File: config.mk
export PLATFORM = sky130hd
export DESIGN_NAME = regfile_wr_ctrl_flat
export DESIGN_NICKNAME = d
export VERILOG_FILES = /design/src/rtl/regfile_wr_ctrl_pkg.sv /design/src/rtl/regfile_wr_ctrl_if.sv /design/src/rtl/wrq_match.sv /design/src/rtl/regfile_wr_ctrl.sv /design/src/flat_wrapper.sv
export SDC_FILE = /design/constraint.sdc
export NUM_CORES = 1
export LEC_CHECK = 0
export BUFFER_PORTS_ARGS = -buffer_cell sky130_fd_sc_hd__buf_2
export CAP_MARGIN = 30
export CORE_MARGIN = 8
export CORE_UTILIZATION = 45
export DETAILED_ROUTE_END_ITERATION = 10
export PLACE_DENSITY = 0.69
export RECOVER_POWER = 50
export SETUP_SLACK_MARGIN = 0.15
export SYNTH_ARGS = -nofsm -noshare
export SYNTH_HDL_FRONTEND = slang
export SYNTH_SLANG_ARGS = --single-unit
File: constraint.sdc
create_clock -name clk -period 12.8 [get_ports clk]
set_clock_uncertainty 0.05 [all_clocks]
set_input_delay 2.56 -clock clk [delete_from_list [all_inputs] [get_ports clk]]
set_output_delay 2.56 -clock clk [all_outputs]
set_load 0.005 [all_outputs]
File: src/rtl/regfile_wr_ctrl_pkg.sv
// Shared types and constants for the register-file write-side controller.
// Contents: bus widths, zero word, reset/write-enable polarities and the
// auxiliary write queue entry {live, addr, data}.
package regfile_wr_ctrl_pkg;

   localparam int unsigned RegBus     = 32;
   localparam int unsigned RegAddrBus = 5;

   localparam logic [RegBus-1:0] ZeroWord    = '0;
   localparam logic              RstEnable   = 1'b1;
   localparam logic              WriteEnable = 1'b1;

   // live = 0 marks an entry killed by a younger pipe write (or already drained).
   typedef struct packed {
      logic                  live;
      logic [RegAddrBus-1:0] addr;
      logic [RegBus-1:0]     data;
   } wrq_entry_t;

endpackage

File: src/rtl/regfile_wr_ctrl_if.sv
// Bundle of all non-clock/reset signals of regfile_wr_ctrl.
//   pipe_*          : MEM/WB write request (never stalls)
//   aux_*           : late-result valid/ready write request
//   we/waddr/wdata  : merged regfile write port
//   raddr*/pend*    : decode hazard query
//   fwd_*           : decode forwarding (meaningful only with REGFILE_WR_FWD_EN)
//   count           : queue occupancy, killed entries included
// Modports: master = environment/pipeline side, slave = controller side.
interface regfile_wr_ctrl_if #(
   parameter int unsigned DATA_W = 32,
   parameter int unsigned ADDR_W = 5,
   parameter int unsigned DEPTH  = 4
);
   localparam int unsigned CNT_W = $clog2(DEPTH) + 1;

   logic              pipe_we;
   logic [ADDR_W-1:0] pipe_waddr;
   logic [DATA_W-1:0] pipe_wdata;
   logic              aux_valid;
   logic              aux_ready;
   logic [ADDR_W-1:0] aux_waddr;
   logic [DATA_W-1:0] aux_wdata;
   logic              we;
   logic [ADDR_W-1:0] waddr;
   logic [DATA_W-1:0] wdata;
   logic [ADDR_W-1:0] raddr1;
   logic [ADDR_W-1:0] raddr2;
   logic              pend1;
   logic              pend2;
   logic              fwd_hit1;
   logic [DATA_W-1:0] fwd_data1;
   logic              fwd_hit2;
   logic [DATA_W-1:0] fwd_data2;
   logic [CNT_W-1:0]  count;

   modport master (
      output pipe_we, pipe_waddr, pipe_wdata, aux_valid, aux_waddr, aux_wdata, raddr1, raddr2,
      input  aux_ready, we, waddr, wdata, pend1, pend2, fwd_hit1, fwd_data1, fwd_hit2,
             fwd_data2, count
   );

   modport slave (
      input  pipe_we, pipe_waddr, pipe_wdata, aux_valid, aux_waddr, aux_wdata, raddr1, raddr2,
      output aux_ready, we, waddr, wdata, pend1, pend2, fwd_hit1, fwd_data1, fwd_hit2,
             fwd_data2, count
   );

endinterface

File: src/rtl/wrq_match.sv
// Address comparator over the auxiliary write queue.
//   entries : queue storage
//   head    : oldest slot; scan runs head -> tail so the last match is the youngest
//   raddr   : read address being looked up (r0 never matches)
//   hit     : some live entry targets raddr
//   idx     : slot of the youngest live match (head when no hit)
module wrq_match
   import regfile_wr_ctrl_pkg::*;
#(
   parameter  int unsigned DEPTH = 4,
   localparam int unsigned PTR_W = $clog2(DEPTH)
) (
   input  wrq_entry_t [DEPTH-1:0] entries,
   input  logic [PTR_W-1:0]       head,
   input  logic [RegAddrBus-1:0]  raddr,
   output logic                   hit,
   output logic [PTR_W-1:0]       idx
);

   logic [PTR_W-1:0] slot;

   always_comb begin
      hit  = 1'b0;
      idx  = head;
      slot = head;
      for (int unsigned k = 0; k < DEPTH; k++) begin
         // DEPTH is a power of two, so the sum wraps naturally.
         slot = head + PTR_W'(k);
         if (entries[slot].live && (entries[slot].addr == raddr) && (raddr != '0)) begin
            hit = 1'b1;
            idx = slot;
         end
      end
   end

endmodule

File: src/rtl/regfile_wr_ctrl.sv
// Write-side controller for the single regfile write port.
// The MEM/WB pipe write always wins; auxiliary results are queued and drained
// into idle slots. A pipe write kills any older queued write to the same
// register. Pending status per decode read port is exported for stalling.
// Ports: clk, rst (synchronous, active-high), bus (regfile_wr_ctrl_if.slave).
// DATA_W/ADDR_W must equal the package RegBus/RegAddrBus widths.
// Optional: define REGFILE_WR_FWD_EN to drive fwd_hit*/fwd_data* from the
// youngest live queued write; otherwise they are tied to zero.
module regfile_wr_ctrl
   import regfile_wr_ctrl_pkg::*;
#(
   parameter int unsigned DATA_W = RegBus,
   parameter int unsigned ADDR_W = RegAddrBus,
   parameter int unsigned DEPTH  = 4
) (
   input logic             clk,
   input logic             rst,
   regfile_wr_ctrl_if.slave bus
);

   localparam int unsigned PTR_W = $clog2(DEPTH);
   localparam int unsigned CNT_W = $clog2(DEPTH) + 1;

   wrq_entry_t [DEPTH-1:0] mem_q, mem_d;
   logic [PTR_W-1:0]       head_q, head_d, tail_q, tail_d;
   logic [CNT_W-1:0]       count_q, count_d;

   logic             pipe_wr, head_live, pop, push;
   logic             hit1, hit2;
   logic [PTR_W-1:0] idx1, idx2;

   // A pipe write to r0 is treated as an idle slot.
   assign pipe_wr   = bus.pipe_we && (bus.pipe_waddr != '0);
   // Drained/killed slots have live cleared, so live implies occupancy.
   assign head_live = mem_q[head_q].live;
   // A dead head is discarded even while the pipe owns the port.
   assign pop       = (count_q != '0) && (!head_live || !pipe_wr);
   // r0 targets and writes superseded by a same-cycle pipe write are accepted but dropped.
   assign push      = bus.aux_valid && bus.aux_ready && (bus.aux_waddr != '0) &&
                      !(pipe_wr && (bus.aux_waddr == bus.pipe_waddr));

   assign bus.aux_ready = (count_q != CNT_W'(DEPTH));
   assign bus.count     = count_q;

   always_comb begin
      mem_d     = mem_q;
      head_d    = head_q;
      tail_d    = tail_q;
      bus.we    = 1'b0;
      bus.waddr = '0;
      bus.wdata = ZeroWord;

      // Write port is held off during reset so no queued write escapes.
      if (rst != RstEnable) begin
         if (pipe_wr) begin
            bus.we    = WriteEnable;
            bus.waddr = bus.pipe_waddr;
            bus.wdata = bus.pipe_wdata;
         end else if (head_live) begin
            bus.we    = WriteEnable;
            bus.waddr = mem_q[head_q].addr;
            bus.wdata = mem_q[head_q].data;
         end
      end

      for (int unsigned i = 0; i < DEPTH; i++) begin
         if (pipe_wr && (mem_q[i].addr == bus.pipe_waddr)) begin
            mem_d[i].live = 1'b0;
         end
      end

      if (pop) begin
         mem_d[head_q].live = 1'b0;
         head_d             = head_q + PTR_W'(1);
      end

      if (push) begin
         mem_d[tail_q] = '{live: 1'b1, addr: bus.aux_waddr, data: bus.aux_wdata};
         tail_d        = tail_q + PTR_W'(1);
      end

      count_d = count_q + CNT_W'(push) - CNT_W'(pop);
   end

   always_ff @(posedge clk) begin
      if (rst == RstEnable) begin
         mem_q   <= '0;
         head_q  <= '0;
         tail_q  <= '0;
         count_q <= '0;
      end else begin
         mem_q   <= mem_d;
         head_q  <= head_d;
         tail_q  <= tail_d;
         count_q <= count_d;
      end
   end

   wrq_match #(.DEPTH(DEPTH)) u_match1 (
      .entries (mem_q),
      .head    (head_q),
      .raddr   (bus.raddr1),
      .hit     (hit1),
      .idx     (idx1)
   );

   wrq_match #(.DEPTH(DEPTH)) u_match2 (
      .entries (mem_q),
      .head    (head_q),
      .raddr   (bus.raddr2),
      .hit     (hit2),
      .idx     (idx2)
   );

   assign bus.pend1 = hit1;
   assign bus.pend2 = hit2;

`ifdef REGFILE_WR_FWD_EN
   assign bus.fwd_hit1  = hit1;
   assign bus.fwd_hit2  = hit2;
   assign bus.fwd_data1 = hit1 ? mem_q[idx1].data : ZeroWord;
   assign bus.fwd_data2 = hit2 ? mem_q[idx2].data : ZeroWord;
`else
   // Youngest-match index has no consumer without forwarding.
   logic unused_idx;
   assign unused_idx    = ^{idx1, idx2};
   assign bus.fwd_hit1  = 1'b0;
   assign bus.fwd_hit2  = 1'b0;
   assign bus.fwd_data1 = ZeroWord;
   assign bus.fwd_data2 = ZeroWord;
`endif

endmodule

File: src/flat_wrapper.sv
// flat-port wrapper written by rule: the top's interface ports become plain ports
module regfile_wr_ctrl_flat import regfile_wr_ctrl_pkg::*;
#(
   parameter int unsigned DATA_W = RegBus,
   parameter int unsigned ADDR_W = RegAddrBus,
   parameter int unsigned DEPTH  = 4
)
  (clk, rst, bus_pipe_we, bus_pipe_waddr, bus_pipe_wdata, bus_aux_valid, bus_aux_waddr, bus_aux_wdata, bus_raddr1, bus_raddr2, bus_aux_ready, bus_we, bus_waddr, bus_wdata, bus_pend1, bus_pend2, bus_fwd_hit1, bus_fwd_data1, bus_fwd_hit2, bus_fwd_data2, bus_count);
  regfile_wr_ctrl_if #(.DATA_W(DATA_W), .ADDR_W(ADDR_W), .DEPTH(DEPTH)) bus_i ();
  input logic clk;
  input logic rst;
  input wire logic [$bits(bus_i.pipe_we)-1:0] bus_pipe_we;
  input wire logic [$bits(bus_i.pipe_waddr)-1:0] bus_pipe_waddr;
  input wire logic [$bits(bus_i.pipe_wdata)-1:0] bus_pipe_wdata;
  input wire logic [$bits(bus_i.aux_valid)-1:0] bus_aux_valid;
  input wire logic [$bits(bus_i.aux_waddr)-1:0] bus_aux_waddr;
  input wire logic [$bits(bus_i.aux_wdata)-1:0] bus_aux_wdata;
  input wire logic [$bits(bus_i.raddr1)-1:0] bus_raddr1;
  input wire logic [$bits(bus_i.raddr2)-1:0] bus_raddr2;
  output wire logic [$bits(bus_i.aux_ready)-1:0] bus_aux_ready;
  output wire logic [$bits(bus_i.we)-1:0] bus_we;
  output wire logic [$bits(bus_i.waddr)-1:0] bus_waddr;
  output wire logic [$bits(bus_i.wdata)-1:0] bus_wdata;
  output wire logic [$bits(bus_i.pend1)-1:0] bus_pend1;
  output wire logic [$bits(bus_i.pend2)-1:0] bus_pend2;
  output wire logic [$bits(bus_i.fwd_hit1)-1:0] bus_fwd_hit1;
  output wire logic [$bits(bus_i.fwd_data1)-1:0] bus_fwd_data1;
  output wire logic [$bits(bus_i.fwd_hit2)-1:0] bus_fwd_hit2;
  output wire logic [$bits(bus_i.fwd_data2)-1:0] bus_fwd_data2;
  output wire logic [$bits(bus_i.count)-1:0] bus_count;
  assign bus_i.pipe_we = bus_pipe_we;
  assign bus_i.pipe_waddr = bus_pipe_waddr;
  assign bus_i.pipe_wdata = bus_pipe_wdata;
  assign bus_i.aux_valid = bus_aux_valid;
  assign bus_i.aux_waddr = bus_aux_waddr;
  assign bus_i.aux_wdata = bus_aux_wdata;
  assign bus_i.raddr1 = bus_raddr1;
  assign bus_i.raddr2 = bus_raddr2;
  assign bus_aux_ready = bus_i.aux_ready;
  assign bus_we = bus_i.we;
  assign bus_waddr = bus_i.waddr;
  assign bus_wdata = bus_i.wdata;
  assign bus_pend1 = bus_i.pend1;
  assign bus_pend2 = bus_i.pend2;
  assign bus_fwd_hit1 = bus_i.fwd_hit1;
  assign bus_fwd_data1 = bus_i.fwd_data1;
  assign bus_fwd_hit2 = bus_i.fwd_hit2;
  assign bus_fwd_data2 = bus_i.fwd_data2;
  assign bus_count = bus_i.count;
  regfile_wr_ctrl #(.DATA_W(DATA_W), .ADDR_W(ADDR_W), .DEPTH(DEPTH)) u_core (.clk(clk), .rst(rst), .bus(bus_i));
endmodule
# Yosys cells after proc, flatten, opt, wreduce, memory -nomap -nowiden
# Index checks and enable logic that the tools add are counted.
totals:
  input_bits: 88
  output_inout_bits: 110
  regBits: 159
classes:
  reduce_logical: 37
  add_sub_neg: 6
  n_eq_ne: 14
  order_cmp: 7
  muxes: 37
ops:
  columns: ["operator", "count"]
  rows:
  - ["38-bit binary-select mux with 2-bit select", 4]
  - ["152-bit bitwise mux", 2]
  - ["152-bit 2-to-1 mux", 2]
  - ["38-bit 2-to-1 mux", 6]
  - ["38-bit demux with 2-bit select", 2]
  - ["32-bit 2-to-1 mux", 3]
  - ["5-bit == test", 13]
  - ["1-bit logical AND", 28]
  - ["5-bit nonzero test", 4]
  - ["2-bit by 3-bit less-than comparator with 1-bit output (second input constant)", 5]
  - ["1-bit 2-to-1 mux", 15]
  - ["5-bit 2-to-1 mux", 3]
  - ["2-bit by 1-bit adder with 2-bit output (second input constant)", 2]
  - ["2-bit adder (second input constant)", 2]
  - ["2-bit by 1-bit greater-or-equal comparator with 1-bit output (second input constant)", 2]
  - ["3-bit by 1-bit adder with 3-bit output", 1]
  - ["1-bit logical NOT", 3]
  - ["3-bit inequality test (second input constant)", 1]
  - ["3-bit nonzero test", 1]
  - ["3-bit by 1-bit subtractor with 3-bit output", 1]
  - ["1-bit logical OR", 1]

# Logic depth before layout (Yosys ltp)
# Gate-level depths: netlist of the first run.
logic_depth:
  ltp_word: 9
  mapped_depth: 14
  depth_no_buf: 11

# Hierarchy
# Synthesis of the first run repeated with hierarchy kept, for this count alone.
unflattened:
  hier_cells: 1121
  hier_area_um2: 10247.3
by_module_without_submodules:
  columns: ["mod", "instances", "cells_each", "area_per_inst_um2"]
  rows:
  - ["regfile_wr_ctrl", 1, 881, 8418.1]
  - ["wrq_match", 2, 120, 914.6]

# Least setup slack after synthesis of the first run
# Ideal clock, no wire load.
synth_path:
  path_type: "in2out"
  startpoint: "input port bus_pipe_waddr[2]"
  endpoint: "output port bus_wdata[10]"
  arrival_time_ps: 4170
  stages: 7
  required_ps: 10190
  slack_ps: 6020
  path_cell_list: "buf_2 -> or4_4 -> o21a_4 -> nor2_1 -> buf_2 -> a22oi_1 -> nor2_1"
synth_between:
  elab_chain_cells: 4
synth_rtl:
  columns: ["element", "line", "rtl"]
  rows:
  - ["from (decl)", "flat_wrapper.sv:13", "input wire logic [$bits(bus_i.pipe_waddr)-1:0] bus_pipe_waddr;"]
  - ["5-bit nonzero test", "regfile_wr_ctrl.sv:33", "assign pipe_wr = bus.pipe_we && (bus.pipe_waddr != '0);"]
  - ["1-bit logical AND", "regfile_wr_ctrl.sv:33", null]
  - ["32-bit 2-to-1 mux", "regfile_wr_ctrl.sv:55", "if (pipe_wr) begin"]
  - ["32-bit 2-to-1 mux", "regfile_wr_ctrl.sv:54", "if (rst != RstEnable) begin"]
  - ["to (decl)", "flat_wrapper.sv:23", "output wire logic [$bits(bus_i.wdata)-1:0] bus_wdata;"]
# Every way passes these cells.

# Worst setup path in the final report of the first run
layout_path:
  startpoint: "input port bus_pipe_waddr[1]"
  endpoint: "output port bus_wdata[14]"
# Same word-level chain as after synthesis.

==> impl_metrics.yaml, run 1 <==
placement:
  place_congestion: 0.916
  place_area_um2: 9520
  dp_hpwl_um: 16100
  portBuffers: 131
run:
  cap_violations: 4
drt:
  dr.pass1.iters: 5
  via_per_inst: 5.32
  drc_errors: 0
  first_iter_violations: 675
  wire_per_inst_um: 17.2
  detail-route-antenna-nets: 0
  vias: 7558
  routed_wl_um: 24400
power_and_ir_drop:
  sequentialPowerShare_pct: 36.0
  ir_drop_v: 0.0000936
  p_comb_share_pct: 32.5
  power.net_switching_mw: 0.575
  p_leak_nw: 3.73
  p_int_mw: 1.02
  p_clk_share_pct: 31.5
  p_sw_share_pct: 36.1
  powerDensity_nw_per_um2: 158
yosys:
  ys.flop_type: "dfxtp_1"
  avgSynthCellArea_um2: 8.61
  async_reset_ff_share_pct: 0
  synth_edf_count: 0
  seq_area_frac_synth_pct: 34.7
  synth_cells: 1066
  synth_area_um2: 9180
  yosysWarnings: 0
  ys_types: 46
  ys_ff_latch: 159
cells_and_area:
  final_cell_mix: "nand2_1 (298), dfxtp_1 (157), buf_2 (126)"
  design_area_um2: 10100
  area_growth_pct: 9.68
  fillers: 1916
  drive_gt1_share_pct: 24.0
  multi_input_area_um2: 5170
  seqCellArea_um2: 3190
  nets: 1234
  final_common_cell: "nand2_1"
sta:
  slew_headroom_pct: -88.4
  max_freq_mhz: 122
  rsz0062_at_grt: "false"
  fin_crit_sh_pct: 63.9
  tightest_slew_ns: 2.82
  fin_crit_ns: 8.18
  setup_violations: 0
  slew_viol_final: 143
  hold_viol_final: 0
  tns_ns: 0
clock_tree:
  numCtsBuffers: 17
  cts_resized: 0
  clkTransAtPathRegs_ns: 0.07
  hold_buffers: 0
  cts_setup_buffers: 0
  cts_tree: "done"
  clkSinkCount: 159
  htreeDepth: 4
  insertion_delay_ns: 0.42
  clockBufferDepth: 2
  clock-root-buffer: "clkbuf_16"
floorplanning:
  top_level_ports: 198
  rows: 52
  die_y_um: 159
  core_area_um2: 20100
  die_x_um: 159
  start_util_pct: 45.7
  design.die.area_um2: 25200
setup_path:
  cp-start-kind: "input pin"
  critical_path_class: "input pin to output port"
  worstPathArrival_ns: 5.57
  crit_fanout: 40
  crit_required_ns: 10.19
  cp-end-kind: "output port"
  slowest_delay_ns: 1.39
  crit_chain: "clkbuf_1, or4_1, o21a_1, nor2_4, buf_16, a22oi_1, nor2_1, buf_2"
  ff2ff_path_depth: 6
  crit_slowest_cell: "o21a_1"
hold_path:
  hold_path_class: "flop to flop"
  hold_depth: 2
global_route:
  grt_usage_pct: 18.9
  grt_max_degree: 80
  grt_overflow: 0
  grt_pass1_vias: 7603
  antenna_found_initial: 5
  grt_pass1_wl_um: 39300
run_status:
  violations: "max-capacitance violations, max-slew violations"
  outcome: "finished, violations left"
[power by group through the flow]
stage	Clock, mW	Sequential [mW]	Combinational (mW)
3_3_place_gp	0	0.581	0.512
4_1_cts	0.509	0.572	0.523
6_report	0.502	0.573	0.517
3_5_place_dp	0	0.583	0.521
5_1_grt	0.532	0.579	0.569
2_1_floorplan	0	0.575	0.431
[metrics by stage]
stage	setup slack, ns	total power [mW]	std cells	hold WS, ns	util (%)
after floorplan	6.02	1.01	1131	0.383	-
after global placement	5.26	1.09	1386	0.388	47.4
after detailed placement	5.21	1.10	1386	0.394	47.4
after CTS	5.20	1.60	1418	0.404	50.3
after global routing	4.36	1.68	1421	0.420	50.1
final	4.62	1.59	1421	0.404	50.1
[cell usage after synthesis, types with 2 or more instances]
cell,n,area [um2]
buf_1,2,7.51
a31oi_1,2,12.5
inv_1,4,15.0
mux2_2,3,33.8
a21oi_2,54,473
nor4_1,5,31.3
a22oi_1,35,263
nand2_1,298,1120
ha_1,9,113
xnor2_1,32,280
nand2_2,10,62.6
mux2i_1,18,180
nor2_1,48,180
a21oi_1,104,521
nand4_1,6,37.5
and2_1,2,12.5
nand3_1,2,10.0
nor2b_1,2,12.5
o21ai_0,3,15.0
buf_8,3,45.0
dfxtp_1,159,3180
buf_4,70,526
and3_1,2,12.5
nor3_1,6,30.0
buf_6,6,67.6
clkbuf_1,39,146
buf_2,34,170
xor2_1,37,324
or4_1,3,22.5
o311ai_0,4,35.0
and2_4,2,17.5
mux4_2,48,1080
[state kept, by name (all words and copies together), names as in the netlist]
name / flops
u_core.head_q: 2
u_core.mem_q: 152
u_core.tail_q: 2
u_core.bus.count: 3
[kinds of logic (layout without fill, tap and decap cells)]
logic type	after synthesis	in the layout	share of synthesized area, %
AOI/OAI and AO/OA	209	209	15.1
adders and majority gates	10	10	1.44
xor gates and xnor gates	69	69	6.58
buffers and inverters	161	179	11.0
DFF	159	159	34.7
and+or+nand+nor	388	388	17.1
other	1	68	0.0408
muxes	69	69	14.1
[metal layers]
layer  wire [um]  up-vias  GRT usage, %  share of wire [%]
met3        1770       31          5.35                7.3
met2       11800      269          31.8                 48
met1       10500     3634          22.9                 43
met5          41        -             0               0.17
li1            -     3618             -                  -
met4         315        6          6.10                1.3
[layout make-up]
type | instances | share of cell area, %
antenna | 2 | 0.0497
timing repair buffer | 142 | 7.47
tap | 270 | 3.36
multi-input combinational | 811 | 51.3
sequential | 159 | 31.6
clock buffer | 17 | 4.23
inverter | 5 | 0.186
clock inverter | 15 | 1.73
[final timing paths]
check	startpoint	endpoint	slack, ns
worst min register to register	u_core.mem_q[102]$_SDFFE_PP0P_	u_core.mem_q[102]$_SDFFE_PP0P_	0.40
worst max register to register	u_core.bus.count[1]$_SDFF_PP0_	u_core.mem_q[32]$_SDFFE_PP0P_	8.53
worst min-delay path	u_core.mem_q[102]$_SDFFE_PP0P_	u_core.mem_q[102]$_SDFFE_PP0P_	0.40
worst max-delay path	bus_pipe_waddr[1]	bus_wdata[14]	4.62
[worst max-delay path, delay by kind of cell]
kind / cells / cell delay, ns
AO/OA/AOI/OAI: 2 / 1.54
buffers and inverters: 3 / 0.83
AND/OR/NAND/NOR: 3 / 0.58
(Power assumes the default switching activity.)
==> run 2: changes to the inputs <==
--- a/config.mk
+++ b/config.mk
@@ -5,12 +5,13 @@
 export SDC_FILE = /design/constraint.sdc
 export NUM_CORES = 1
 export LEC_CHECK = 0
+export ABC_AREA = 1
 export BUFFER_PORTS_ARGS = -buffer_cell sky130_fd_sc_hd__buf_2
 export CAP_MARGIN = 30
 export CORE_MARGIN = 8
 export CORE_UTILIZATION = 45
 export DETAILED_ROUTE_END_ITERATION = 10
-export PLACE_DENSITY = 0.69
+export PLACE_DENSITY = 0.71
 export RECOVER_POWER = 50
 export SETUP_SLACK_MARGIN = 0.15
 export SYNTH_ARGS = -nofsm -noshare
==> constraint.sdc (replaced) <==
create_clock -name clk -period 6.9 [get_ports clk]
set_clock_uncertainty 0.05 [all_clocks]
set_input_delay 1.38 -clock clk [delete_from_list [all_inputs] [get_ports clk]]
set_output_delay 1.38 -clock clk [all_outputs]
set_load 0.005 [all_outputs]
==> run 2 against run 1 <==
Compared with the run above: the run still ends with max-capacitance violations, max-slew violations left; largest power group is now combinational logic; cell area increased by 6.0%; worst setup slack got worse by 3.3 ns; sequential power increased by 85%; critical endpoint is now u_core.mem_q[147]$_SDFFE_PP0P_; combinational power increased to 3.0 times the previous value; largest cell class unchanged; routed wire length increased by 22%; count of clock-buffer cells in the layout increased by 6.
==> impl_metrics.yaml, run 2 <==
global_route:
  grt_usage_pct: 21.7
  grt_pass1_wl_um: 48000
  antenna_found_initial: 1
  grt_util_met2_pct: 35.9
  met3_usage_pct: 3.46
  top_usage_layer: "met2"
  gr-usage-met1_pct: 27.8
  grt_overflow: 0
  grt_max_degree: 110
  grt_pass1_vias: 9383
clock_tree:
  insertion_delay_ns: 0.42
  clkTransAtPathRegs_ns: 0.06
  hold_buffers: 0
  clock-root-buffer: "clkbuf_16"
  clockBufferDepth: 2
  htreeDepth: 4
  cts_resized: 0
  cts_setup_buffers: 0
  numCtsBuffers: 17
  clkSinkCount: 159
  cts_tree: "done"
hold_path:
  hold_path_class: "flop to flop"
floorplanning:
  die_y_um: 164
  top_level_ports: 198
  design.die.area_um2: 27000
  rows: 54
  start_util_pct: 45.6
  die_x_um: 164
  core_area_um2: 21700
yosys:
  netlist.area_leader.share_pct: 32.2
  synthTopCellsByArea: "dfxtp_1 (32%), nand2_1 (16%), a21oi_1 (13%)"
  yosysWarnings: 0
  ys.flop_type: "dfxtp_1"
  avgSynthCellArea_um2: 6.41
  synth_top_area_cell: "dfxtp_1"
  synth_area_um2: 9890
  synth.top_cells.by_count: "nand2_1 (420), a21oi_1 (259), nand3_1 (257)"
  seq_area_frac_synth_pct: 32.2
  yosysMostFrequentCell: "nand2_1"
  synth_cells: 1542
  ys_ff_latch: 159
  synth_edf_count: 0
  async_reset_ff_share_pct: 0
  ys_types: 34
setup_path:
  worstPathArrival_ns: 5.83
  cp-end-kind: "flop"
  crit_required_ns: 7.20
  crit_slowest_cell: "nand2_1"
  crit_chain: "clkbuf_1, nor2_1, nand3_2, nand2_1, inv_1, nand3_1, nand2_1, inv_6, buf_16, nand2_1, nand2_1, a21oi_1"
  critical_path_class: "input pin to flop"
  crit_fanout: 92
  cp-start-kind: "input pin"
  slowest_delay_ns: 1.29
  cpMostUsedCell: "nand2_1"
drt:
  routed_wl_um: 29800
  first_iter_violations: 1117
  via_per_inst: 5.35
  wire_per_inst_um: 15.8
  vias: 10067
  dr.pass1.iters: 5
  detail-route-antenna-nets: 0
  drc_errors: 0
sta:
  tns_ns: 0
  slew_headroom_pct: -15.0
  hold_viol_final: 0
  setup_violations: 0
  fin_crit_ns: 5.53
  tightest_slew_ns: 1.72
  slew_viol_final: 197
  fin_crit_sh_pct: 80.2
  layout_setup_ws_ns: 1.37
  max_freq_mhz: 181
  rsz0062_at_grt: "false"
power_and_ir_drop:
  p_leak_nw: 4.33
  ir_drop_v: 0.000327
  powerDensity_nw_per_um2: 335
run_status:
  violations: "max-capacitance violations, max-slew violations"
  outcome: "finished, violations left"
cells_and_area:
  final_common_cell: "nand2_1"
  drive_gt1_share_pct: 11.0
  regMostFlops: "u_core.mem_q"
  n_antenna_cell: 0
  final_cell_mix: "nand2_1 (426), a21oi_1 (259), nand3_1 (258)"
  final_cells: 1883
  final_util_pct: 49.2
  largest_reg_flops: 152
  area_growth_pct: 7.93
  nets: 1688
placement:
  portBuffers: 131
  place_congestion: 0.924
  place_ws_ns: 2.40
  dp_hpwl_um: 18200
  place_inst: 1851
run:
  cap_violations: 5
run 2: metrics by stage:
stage | total power, mW | cell area [um2] | hold slack (ns)
after floorplan | 2.29 | 10100 | 0.385
after global placement | 2.59 | 10100 | 0.394
after detailed placement | 2.62 | 10100 | 0.399
after CTS | 3.57 | 10700 | 0.408
after global routing | 3.83 | 10700 | 0.417
final | 3.57 | 10700 | 0.407
run 2: cell families (layout without fill, tap and decap cells):
group / after synthesis / count (layout) / synth area share [%]
AND/OR/NAND/NOR: 742 / 742 / 32.1
XOR/XNOR: 24 / 24 / 2.13
AO/OA/AOI/OAI: 333 / 333 / 17.0
buffers and inverters: 273 / 269 / 15.2
flip-flops: 159 / 159 / 32.2
other: 1 / 66 / 0.0379
adder cells (fa/ha/maj): 10 / 10 / 1.34
run 2: area by class of cell:
type | instances | area [um2]
Multi-Input combinational cell | 1175 | 5410
Tap cell | 280 | 350
Clock inverter | 9 | 106
Timing Repair Buffer | 143 | 764
Inverter | 94 | 358
Fill cell | 2233 | 11000
Sequential cell | 159 | 3190
Clock buffer | 23 | 498
run 2: worst max-delay path: cells and delay by family:
kind | cells | cell delay (ns)
simple gates | 7 | 2.23
buf+inv | 4 | 2.00
compound gates | 1 | 0.19
run 2: path summary, 6_finish.rpt:
check	startpoint	endpoint	slack, ns	depth (start not counted)
setup / recovery	bus_pipe_waddr[0]	u_core.mem_q[147]$_SDFFE_PP0P_	1.37	12
hold / removal	u_core.mem_q[8]$_SDFFE_PP0P_	u_core.mem_q[8]$_SDFFE_PP0P_	0.41	2
setup reg to reg	u_core.bus.count[1]$_SDFF_PP0_	u_core.mem_q[122]$_SDFFE_PP0P_	3.26	10
hold reg to reg	u_core.mem_q[8]$_SDFFE_PP0P_	u_core.mem_q[8]$_SDFFE_PP0P_	0.41	2
run 2: layer usage:
layer	share of wire (%)	up-vias
met5	0.034	-
met1	43	4611
met2	47	377
li1	-	5021
met4	2.8	2
met3	7.1	56
run 2: power breakdown:
group	switching, mW	leakage [nW]	total [mW]	internal (mW)
Combinational	1.11	2.75	1.56	0.450
Clock	0.373	0.291	0.952	0.580
Sequential	0.0561	1.29	1.06	1.01
Total	1.54	4.33	3.57	2.04
